File: src/rtl/bus_turnaround_arbiter_if.sv
// Handshake bundle between the read/write controller and the turnaround arbiter.
// The slave modport is the arbiter's view; master is the controller's view.
interface bus_turnaround_arbiter_if;
    logic rd_req;
    logic rd_ready_in;
    logic bus_valid;
    logic bus_ready;
    logic rd_grant;
    logic rd_beat;
    logic wr_req;
    logic wr_valid_in;
    logic output_valid;
    logic wr_grant;
    logic wr_beat;
    logic driving_busses;

    modport slave (
        input  rd_req,
        input  rd_ready_in,
        input  bus_valid,
        input  wr_req,
        input  wr_valid_in,
        output bus_ready,
        output rd_grant,
        output rd_beat,
        output output_valid,
        output wr_grant,
        output wr_beat,
        output driving_busses
    );

    modport master (
        output rd_req,
        output rd_ready_in,
        output bus_valid,
        output wr_req,
        output wr_valid_in,
        input  bus_ready,
        input  rd_grant,
        input  rd_beat,
        input  output_valid,
        input  wr_grant,
        input  wr_beat,
        input  driving_busses
    );
endinterface

File: src/rtl/bus_turnaround_arbiter.sv
// Read/write arbiter for a shared half-duplex bus with bounded bursts and an idle turnaround gap.
// Define ARB_STATS_EN to add saturating rd/wr beat and turnaround-entry counters.
module bus_turnaround_arbiter #(
    parameter int unsigned TURNAROUND_CYCLES = 1,
    parameter int unsigned MAX_BURST         = 6,
    parameter int unsigned RD_PRIORITY       = 1
) (
    input  logic                    clk,
    input  logic                    arst_in,
    bus_turnaround_arbiter_if.slave bus
`ifdef ARB_STATS_EN
    ,
    output logic [15:0]             rd_beat_count,
    output logic [15:0]             wr_beat_count,
    output logic [15:0]             turn_count
`endif
);

    typedef enum logic [1:0] {StIdle, StRd, StTurn, StWr} state_e;

    localparam logic [1:0] TurnLast = 2'(TURNAROUND_CYCLES - 1);
    localparam logic [3:0] BurstMax = 4'(MAX_BURST);

    state_e     r_state, w_state_next;
    logic       r_dir, w_dir_next;
    logic       r_target, w_target_next;
    logic [3:0] r_burst, w_burst_next;
    logic [1:0] r_turn, w_turn_next;

    logic       w_rd_grant, w_wr_grant, w_rd_beat, w_wr_beat;
    logic       w_winner;
    logic [3:0] w_burst_inc;
    logic       w_burst_hit;

    // Outputs decode from the current state, so a beat in an exit cycle still completes.
    assign w_rd_grant         = (r_state == StRd);
    assign w_wr_grant         = (r_state == StWr);
    assign bus.rd_grant       = w_rd_grant;
    assign bus.wr_grant       = w_wr_grant;
    assign bus.bus_ready      = w_rd_grant & bus.rd_ready_in;
    assign w_rd_beat          = bus.bus_valid & w_rd_grant & bus.rd_ready_in;
    assign bus.rd_beat        = w_rd_beat;
    assign w_wr_beat          = w_wr_grant & bus.wr_valid_in;
    assign bus.output_valid   = w_wr_beat;
    assign bus.wr_beat        = w_wr_beat;
    assign bus.driving_busses = w_wr_grant;

    assign w_winner    = (bus.rd_req && bus.wr_req) ? (RD_PRIORITY == 0) : bus.wr_req;
    assign w_burst_inc = r_burst + 4'd1;
    assign w_burst_hit = (w_burst_inc == BurstMax);

    always_ff @(posedge clk or posedge arst_in) begin
        if (arst_in) begin
            r_state  <= StIdle;
            r_dir    <= 1'b0;
            r_target <= 1'b0;
            r_burst  <= 4'd0;
            r_turn   <= 2'd0;
        end else begin
            r_state  <= w_state_next;
            r_dir    <= w_dir_next;
            r_target <= w_target_next;
            r_burst  <= w_burst_next;
            r_turn   <= w_turn_next;
        end
    end

    always_comb begin
        w_state_next  = r_state;
        w_dir_next    = r_dir;
        w_target_next = r_target;
        w_burst_next  = r_burst;
        w_turn_next   = r_turn;
        unique case (r_state)
            StIdle: begin
                if (bus.rd_req || bus.wr_req) begin
                    if (w_winner == r_dir) begin
                        w_state_next = w_winner ? StWr : StRd;
                    end else begin
                        w_state_next  = StTurn;
                        w_target_next = w_winner;
                    end
                end
            end
            StRd: begin
                // Wrap at MAX_BURST so an uncontested grant keeps streaming.
                if (w_rd_beat) w_burst_next = w_burst_hit ? 4'd0 : w_burst_inc;
                if (!bus.rd_req) begin
                    w_state_next  = bus.wr_req ? StTurn : StIdle;
                    w_target_next = bus.wr_req ? 1'b1 : r_target;
                end else if (w_rd_beat && w_burst_hit && bus.wr_req) begin
                    w_state_next  = StTurn;
                    w_target_next = 1'b1;
                end
            end
            StWr: begin
                if (w_wr_beat) w_burst_next = w_burst_hit ? 4'd0 : w_burst_inc;
                if (!bus.wr_req) begin
                    w_state_next  = bus.rd_req ? StTurn : StIdle;
                    w_target_next = bus.rd_req ? 1'b0 : r_target;
                end else if (w_wr_beat && w_burst_hit && bus.rd_req) begin
                    w_state_next  = StTurn;
                    w_target_next = 1'b0;
                end
            end
            StTurn: begin
                if (r_turn == TurnLast) begin
                    w_dir_next = r_target;
                    if (r_target) w_state_next = bus.wr_req ? StWr : StIdle;
                    else          w_state_next = bus.rd_req ? StRd : StIdle;
                end else begin
                    w_turn_next = r_turn + 2'd1;
                end
            end
            default: w_state_next = StIdle;
        endcase
        if (w_state_next != r_state) begin
            if (w_state_next == StTurn) w_turn_next = 2'd0;
            if (w_state_next == StRd || w_state_next == StWr) w_burst_next = 4'd0;
        end
    end

`ifdef ARB_STATS_EN
    logic [15:0] r_rd_cnt, r_wr_cnt, r_turn_cnt;
    logic        w_turn_entry;

    assign w_turn_entry = (w_state_next == StTurn) && (r_state != StTurn);

    always_ff @(posedge clk or posedge arst_in) begin
        if (arst_in) begin
            r_rd_cnt   <= 16'd0;
            r_wr_cnt   <= 16'd0;
            r_turn_cnt <= 16'd0;
        end else begin
            if (w_rd_beat && r_rd_cnt != 16'hFFFF)        r_rd_cnt   <= r_rd_cnt + 16'd1;
            if (w_wr_beat && r_wr_cnt != 16'hFFFF)        r_wr_cnt   <= r_wr_cnt + 16'd1;
            if (w_turn_entry && r_turn_cnt != 16'hFFFF)   r_turn_cnt <= r_turn_cnt + 16'd1;
        end
    end

    assign rd_beat_count = r_rd_cnt;
    assign wr_beat_count = r_wr_cnt;
    assign turn_count    = r_turn_cnt;
`endif

endmodule

File: src/flat_wrapper.sv
// flat-port wrapper written by rule: the top's interface ports become plain ports
module bus_turnaround_arbiter_flat 
#(
    parameter int unsigned TURNAROUND_CYCLES = 1,
    parameter int unsigned MAX_BURST         = 6,
    parameter int unsigned RD_PRIORITY       = 1
)
  (clk, arst_in, bus_rd_req, bus_rd_ready_in, bus_bus_valid, bus_wr_req, bus_wr_valid_in, bus_bus_ready, bus_rd_grant, bus_rd_beat, bus_output_valid, bus_wr_grant, bus_wr_beat, bus_driving_busses);
  bus_turnaround_arbiter_if bus_i ();
  input  logic clk;
  input  logic arst_in;
  input wire logic [$bits(bus_i.rd_req)-1:0] bus_rd_req;
  input wire logic [$bits(bus_i.rd_ready_in)-1:0] bus_rd_ready_in;
  input wire logic [$bits(bus_i.bus_valid)-1:0] bus_bus_valid;
  input wire logic [$bits(bus_i.wr_req)-1:0] bus_wr_req;
  input wire logic [$bits(bus_i.wr_valid_in)-1:0] bus_wr_valid_in;
  output wire logic [$bits(bus_i.bus_ready)-1:0] bus_bus_ready;
  output wire logic [$bits(bus_i.rd_grant)-1:0] bus_rd_grant;
  output wire logic [$bits(bus_i.rd_beat)-1:0] bus_rd_beat;
  output wire logic [$bits(bus_i.output_valid)-1:0] bus_output_valid;
  output wire logic [$bits(bus_i.wr_grant)-1:0] bus_wr_grant;
  output wire logic [$bits(bus_i.wr_beat)-1:0] bus_wr_beat;
  output wire logic [$bits(bus_i.driving_busses)-1:0] bus_driving_busses;
  assign bus_i.rd_req = bus_rd_req;
  assign bus_i.rd_ready_in = bus_rd_ready_in;
  assign bus_i.bus_valid = bus_bus_valid;
  assign bus_i.wr_req = bus_wr_req;
  assign bus_i.wr_valid_in = bus_wr_valid_in;
  assign bus_bus_ready = bus_i.bus_ready;
  assign bus_rd_grant = bus_i.rd_grant;
  assign bus_rd_beat = bus_i.rd_beat;
  assign bus_output_valid = bus_i.output_valid;
  assign bus_wr_grant = bus_i.wr_grant;
  assign bus_wr_beat = bus_i.wr_beat;
  assign bus_driving_busses = bus_i.driving_busses;
  bus_turnaround_arbiter #(.TURNAROUND_CYCLES(TURNAROUND_CYCLES), .MAX_BURST(MAX_BURST), .RD_PRIORITY(RD_PRIORITY)) u_core (.clk(clk), .arst_in(arst_in), .bus(bus_i));
endmodule
File: config.mk
export PLATFORM = sky130hd
export DESIGN_NAME = bus_turnaround_arbiter_flat
export DESIGN_NICKNAME = d
export VERILOG_FILES = /design/src/rtl/bus_turnaround_arbiter_if.sv /design/src/rtl/bus_turnaround_arbiter.sv /design/src/flat_wrapper.sv
export SDC_FILE = /design/constraint.sdc
export NUM_CORES = 1
export LEC_CHECK = 0
export CORE_MARGIN = 2
export CORE_UTILIZATION = 44
export CTS_BUF_LIST = sky130_fd_sc_hd__clkbuf_8
export CTS_CLUSTER_DIAMETER = 40
export DETAILED_ROUTE_END_ITERATION = 10
export PLACE_DENSITY = 0.67
export SYNTH_ARGS = -nofsm -noshare
export SYNTH_HDL_FRONTEND = slang
export SYNTH_SLANG_ARGS = --single-unit
File: constraint.sdc
create_clock -name clk -period 2.3 [get_ports clk]
set_clock_uncertainty 0.2 [all_clocks]
set_input_delay 0.46 -clock clk [delete_from_list [all_inputs] [get_ports clk]]
set_output_delay 0.46 -clock clk [all_outputs]
set_load 0.1 [all_outputs]
==> insert_results.sql <==
INSERT INTO impl_metrics (metric_group, metric, value, unit) VALUES
('cells_and_area', 'n_antenna_cell', '0', ''),
('route', 'count_of_antenna_violating_nets_left_after_detailed_routing', '0', ''),
('sta', 'relSlewSlack', '76.49', '%'),
('setup_path', 'critical_path_peak_fanout', '5', ''),
('power', 'max-vdd-ir-drop', '839.7', 'uV'),
('global_route', 'grt_pass1_vias', '864', ''),
('clocking', 'clock_tree.buffer_depth', '2', ''),
('cells_and_area', 'layout_common_cells', 'sky130_fd_sc_hd__buf_4, sky130_fd_sc_hd__inv_1, sky130_fd_sc_hd__nor2_1, sky130_fd_sc_hd__dfrtp_1', ''),
('sta', 'hold_violations', '0', ''),
('clocking', 'insertion_delay', '0.23', 'ns'),
('sta', 'timing.fmax', '454.7', 'MHz'),
('clocking', 'cts_tree', 'yes', ''),
('setup_path', 'critical_path.endpoint_type', 'register', ''),
('cells_and_area', 'area_growth', '46.01', '%'),
('sta', 'tightest_slew', '0.3519', 'ns'),
('placed_design', 'gpl.final_weighted_congestion', '0.8440', ''),
('setup_path', 'worstPathCellList', 'clkdlybuf4s50_1, buf_4, or3_1, a31oi_1, nand3_1, a21boi_2, a21oi_1', ''),
('global_route', 'globalRoute.totalOverflow', '0', ''),
('cells_and_area', 'number_of_standard_cells_in_the_layout_taps_in_and_fillers_out', '170', ''),
('synth', 'synth_async_sr_flop_share', '100.0', '%'),
('placed_design', 'dp.cells', '166', ''),
('route', 'via_count', '959', ''),
('clocking', 'h-tree-depth', '1', ''),
('floorplanning', 'floorplan.die_area', '2564', 'um2'),
('sta', 'number_of_failing_setup_endpoints_in_the_final_timing_report', '0', ''),
('floorplanning', 'start_util', '47.81', '%'),
('setup_path', 'critPathKind', 'primary input to register', ''),
('sta', 'final_max_slew_viol_count', '0', ''),
('synth', 'syn_inst', '113', ''),
('setup_path', 'startpoint_kind_of_the_worst_setup_timing_path', 'primary input', ''),
('synth', 'synth_top_family_by_area', 'compound AO/OA/AOI/OAI gates', ''),
('clocking', 'cts.sink_count', '10', ''),
('sta', 'finalHoldWorstSlack', '0.2935', 'ns'),
('cells_and_area', 'filler_cells_inserted', '161', ''),
('synth', 'synth-warning-count', '0', ''),
('status', 'outcome', 'finished clean', ''),
('synth', 'yosys.area_share.xor_xnor', '0', '%'),
('setup_path', 'worstPathArrival', '2.14', 'ns'),
('setup_path', 'crit_slowest_cell', 'sky130_fd_sc_hd__clkdlybuf4s50_1', ''),
('floorplanning', 'boundaryPins', '14', ''),
('synth', 'post_synthesis_compound_gate_area_fraction', '29.67', '%'),
('cells_and_area', 'final_net_count', '161', ''),
('synth', 'synth.cell_area', '957.2', 'um2'),
('synth', 'ys_ff_latch', '10', ''),
('synth', 'ys_top_cells_by_area', 'sky130_fd_sc_hd__dfrtp_1, sky130_fd_sc_hd__ha_1, sky130_fd_sc_hd__mux2i_1', ''),
('global_route', 'wire_length_of_the_first_global_routing_pass', '3953', 'um'),
('route', 'route.detailed.vias_per_inst', '5.641', ''),
('synth', 'synth_ff_type', 'sky130_fd_sc_hd__dfrtp_1', ''),
('synth', 'syn-mean-instance-area', '8.471', 'um2'),
('run', 'drv.max_cap_violation_count', '0', ''),
('synth', 'synth_largest_type_area_fraction', '26.14', '%'),
('setup_path', 'max_stage_delay', '0.45', 'ns'),
('route', 'remaining_drc_errors', '0', ''),
('global_route', 'grt_antenna_before_repair', '0', ''),
('synth', 'yosys-mux-area-fraction', '6.405', '%'),
('setup_path', 'timing.critical_path.required', '2.25', 'ns'),
('sta', 'setup_repair_after_global_routing_missed_its_margin', 'true', ''),
('synth', 'edff_count_synth', '0', ''),
('route', 'detail_route.first_pass.iterations', '4', ''),
('synth', 'yosys.area.top_type', 'sky130_fd_sc_hd__dfrtp_1', ''),
('hold_path', 'holdCritPathClass', 'primary input to asynchronous set/reset pin', ''),
('floorplanning', 'fp_rows', '16', ''),
('synth', 'synth_fa_ha_area_share', '13.07', '%'),
('synth', 'synth-simple-area-share', '18.17', '%'),
('cells_and_area', 'most_common_library_cell_in_the_layout_ignoring_fill_and_taps', 'sky130_fd_sc_hd__buf_4', ''),
('clocking', 'cts_setup_buffers', '0', ''),
('route', 'route.detailed.wl_per_inst', '13.49', 'um'),
('global_route', 'grt_start_max_net_pins', '13', ''),
('sta', 'final_period_minus_worst_setup_slack', '2.199', 'ns'),
('floorplanning', 'chipHeight', '50.64', 'um'),
('sta', 'layout_worst_path_cycle_share', '95.62', '%');
cell type report:
cell class | count | area, um2 | area share [%]
Timing Repair Buffer | 30 | 327.8 | 23.46
Inverter | 10 | 40.04 | 2.865
Multi-Input combinational cell | 89 | 699.4 | 50.04
Tap cell | 27 | 33.78 | 2.417
Sequential cell | 10 | 251.5 | 17.99
Clock buffer | 3 | 41.29 | 2.954
Clock inverter | 1 | 3.754 | 0.2686
routing by layer:
layer	vias to the layer above	share of wire [%]	track usage (%)
met5	-	0	0
met4	0	0.26	2.703
met3	2	4.2	2.679
met2	33	50	35.75
met1	449	45	25.65
li1	475	-	-
cells by family (layout without fill, tap and decap cells):
family	count (synthesis)	after routing
buffers and inverters	14	44
DFF	10	10
AOI/OAI and AO/OA	38	38
adders and majority gates	10	10
muxes	6	6
and+or+nand+nor	35	35
worst paths after layout:
check                           slack [ns]           endpoint  depth (start not counted)              start
max in group asynchronous             1.33  u_core.r_state[1]                          2            arst_in
worst max-delay path                  0.10  u_core.r_burst[1]                          7         bus_wr_req
min in group clk                      0.31       u_core.r_dir                          1       u_core.r_dir
worst min register to register        0.31       u_core.r_dir                          1       u_core.r_dir
worst min-delay path                  0.29   u_core.r_turn[0]                          2            arst_in
worst max register to register        0.11  u_core.r_burst[2]                          8  u_core.r_burst[0]
worst max-delay path: cells and delay by family:
kind / cells / cell delay [ns]
buf+inv: 2 / 0.62
compound gates: 3 / 0.56
simple gates: 2 / 0.50
cell usage after synthesis (3+ instances only):
cell type and n:
sky130_fd_sc_hd__o21ai_0 8, sky130_fd_sc_hd__mux2i_1 5, sky130_fd_sc_hd__nor2b_1 4, sky130_fd_sc_hd__o211ai_1 3, sky130_fd_sc_hd__nand3_1 7, sky130_fd_sc_hd__nand2_1 6
sky130_fd_sc_hd__nor2_1 9, sky130_fd_sc_hd__inv_1 9, sky130_fd_sc_hd__dfrtp_1 10, sky130_fd_sc_hd__a21oi_1 8, sky130_fd_sc_hd__ha_1 10
registers in the layout (all words and copies together), names as in the netlist:
register / flops
u_core.r_burst: 4
u_core.r_state: 2
u_core.r_turn: 2
u_core.r_dir: 1
u_core.r_target: 1
stage by stage:
| stage | utilization, % | area (um2) | total power [mW] | setup WS [ns] |
|---|---|---|---|---|
| floorplan | - | 1002 | 1.143 | -0.1861 |
| global placement | 66.88 | 1339 | 1.549 | -0.07722 |
| detailed placement | 66.88 | 1339 | 1.578 | -0.1852 |
| CTS | 69.13 | 1384 | 1.759 | 0.02194 |
| global route | 69.81 | 1398 | 1.905 | -0.03760 |
| finish | 69.81 | 1398 | 1.777 | 0.1007 |
timing repair:
action / 4_1_cts / 5_1_grt
setup endpoints to repair: 0 / 7
resized for setup: 0 / 5
hold buffers: 0 / 0
power by group:
part | internal, mW | switching [mW]
logic | 0.538 | 0.767
registers | 0.237 | 0.0599
clock network | 0.116 | 0.0580
total | 0.891 | 0.885
No activity file was read; power rests on OpenSTA's default activity.
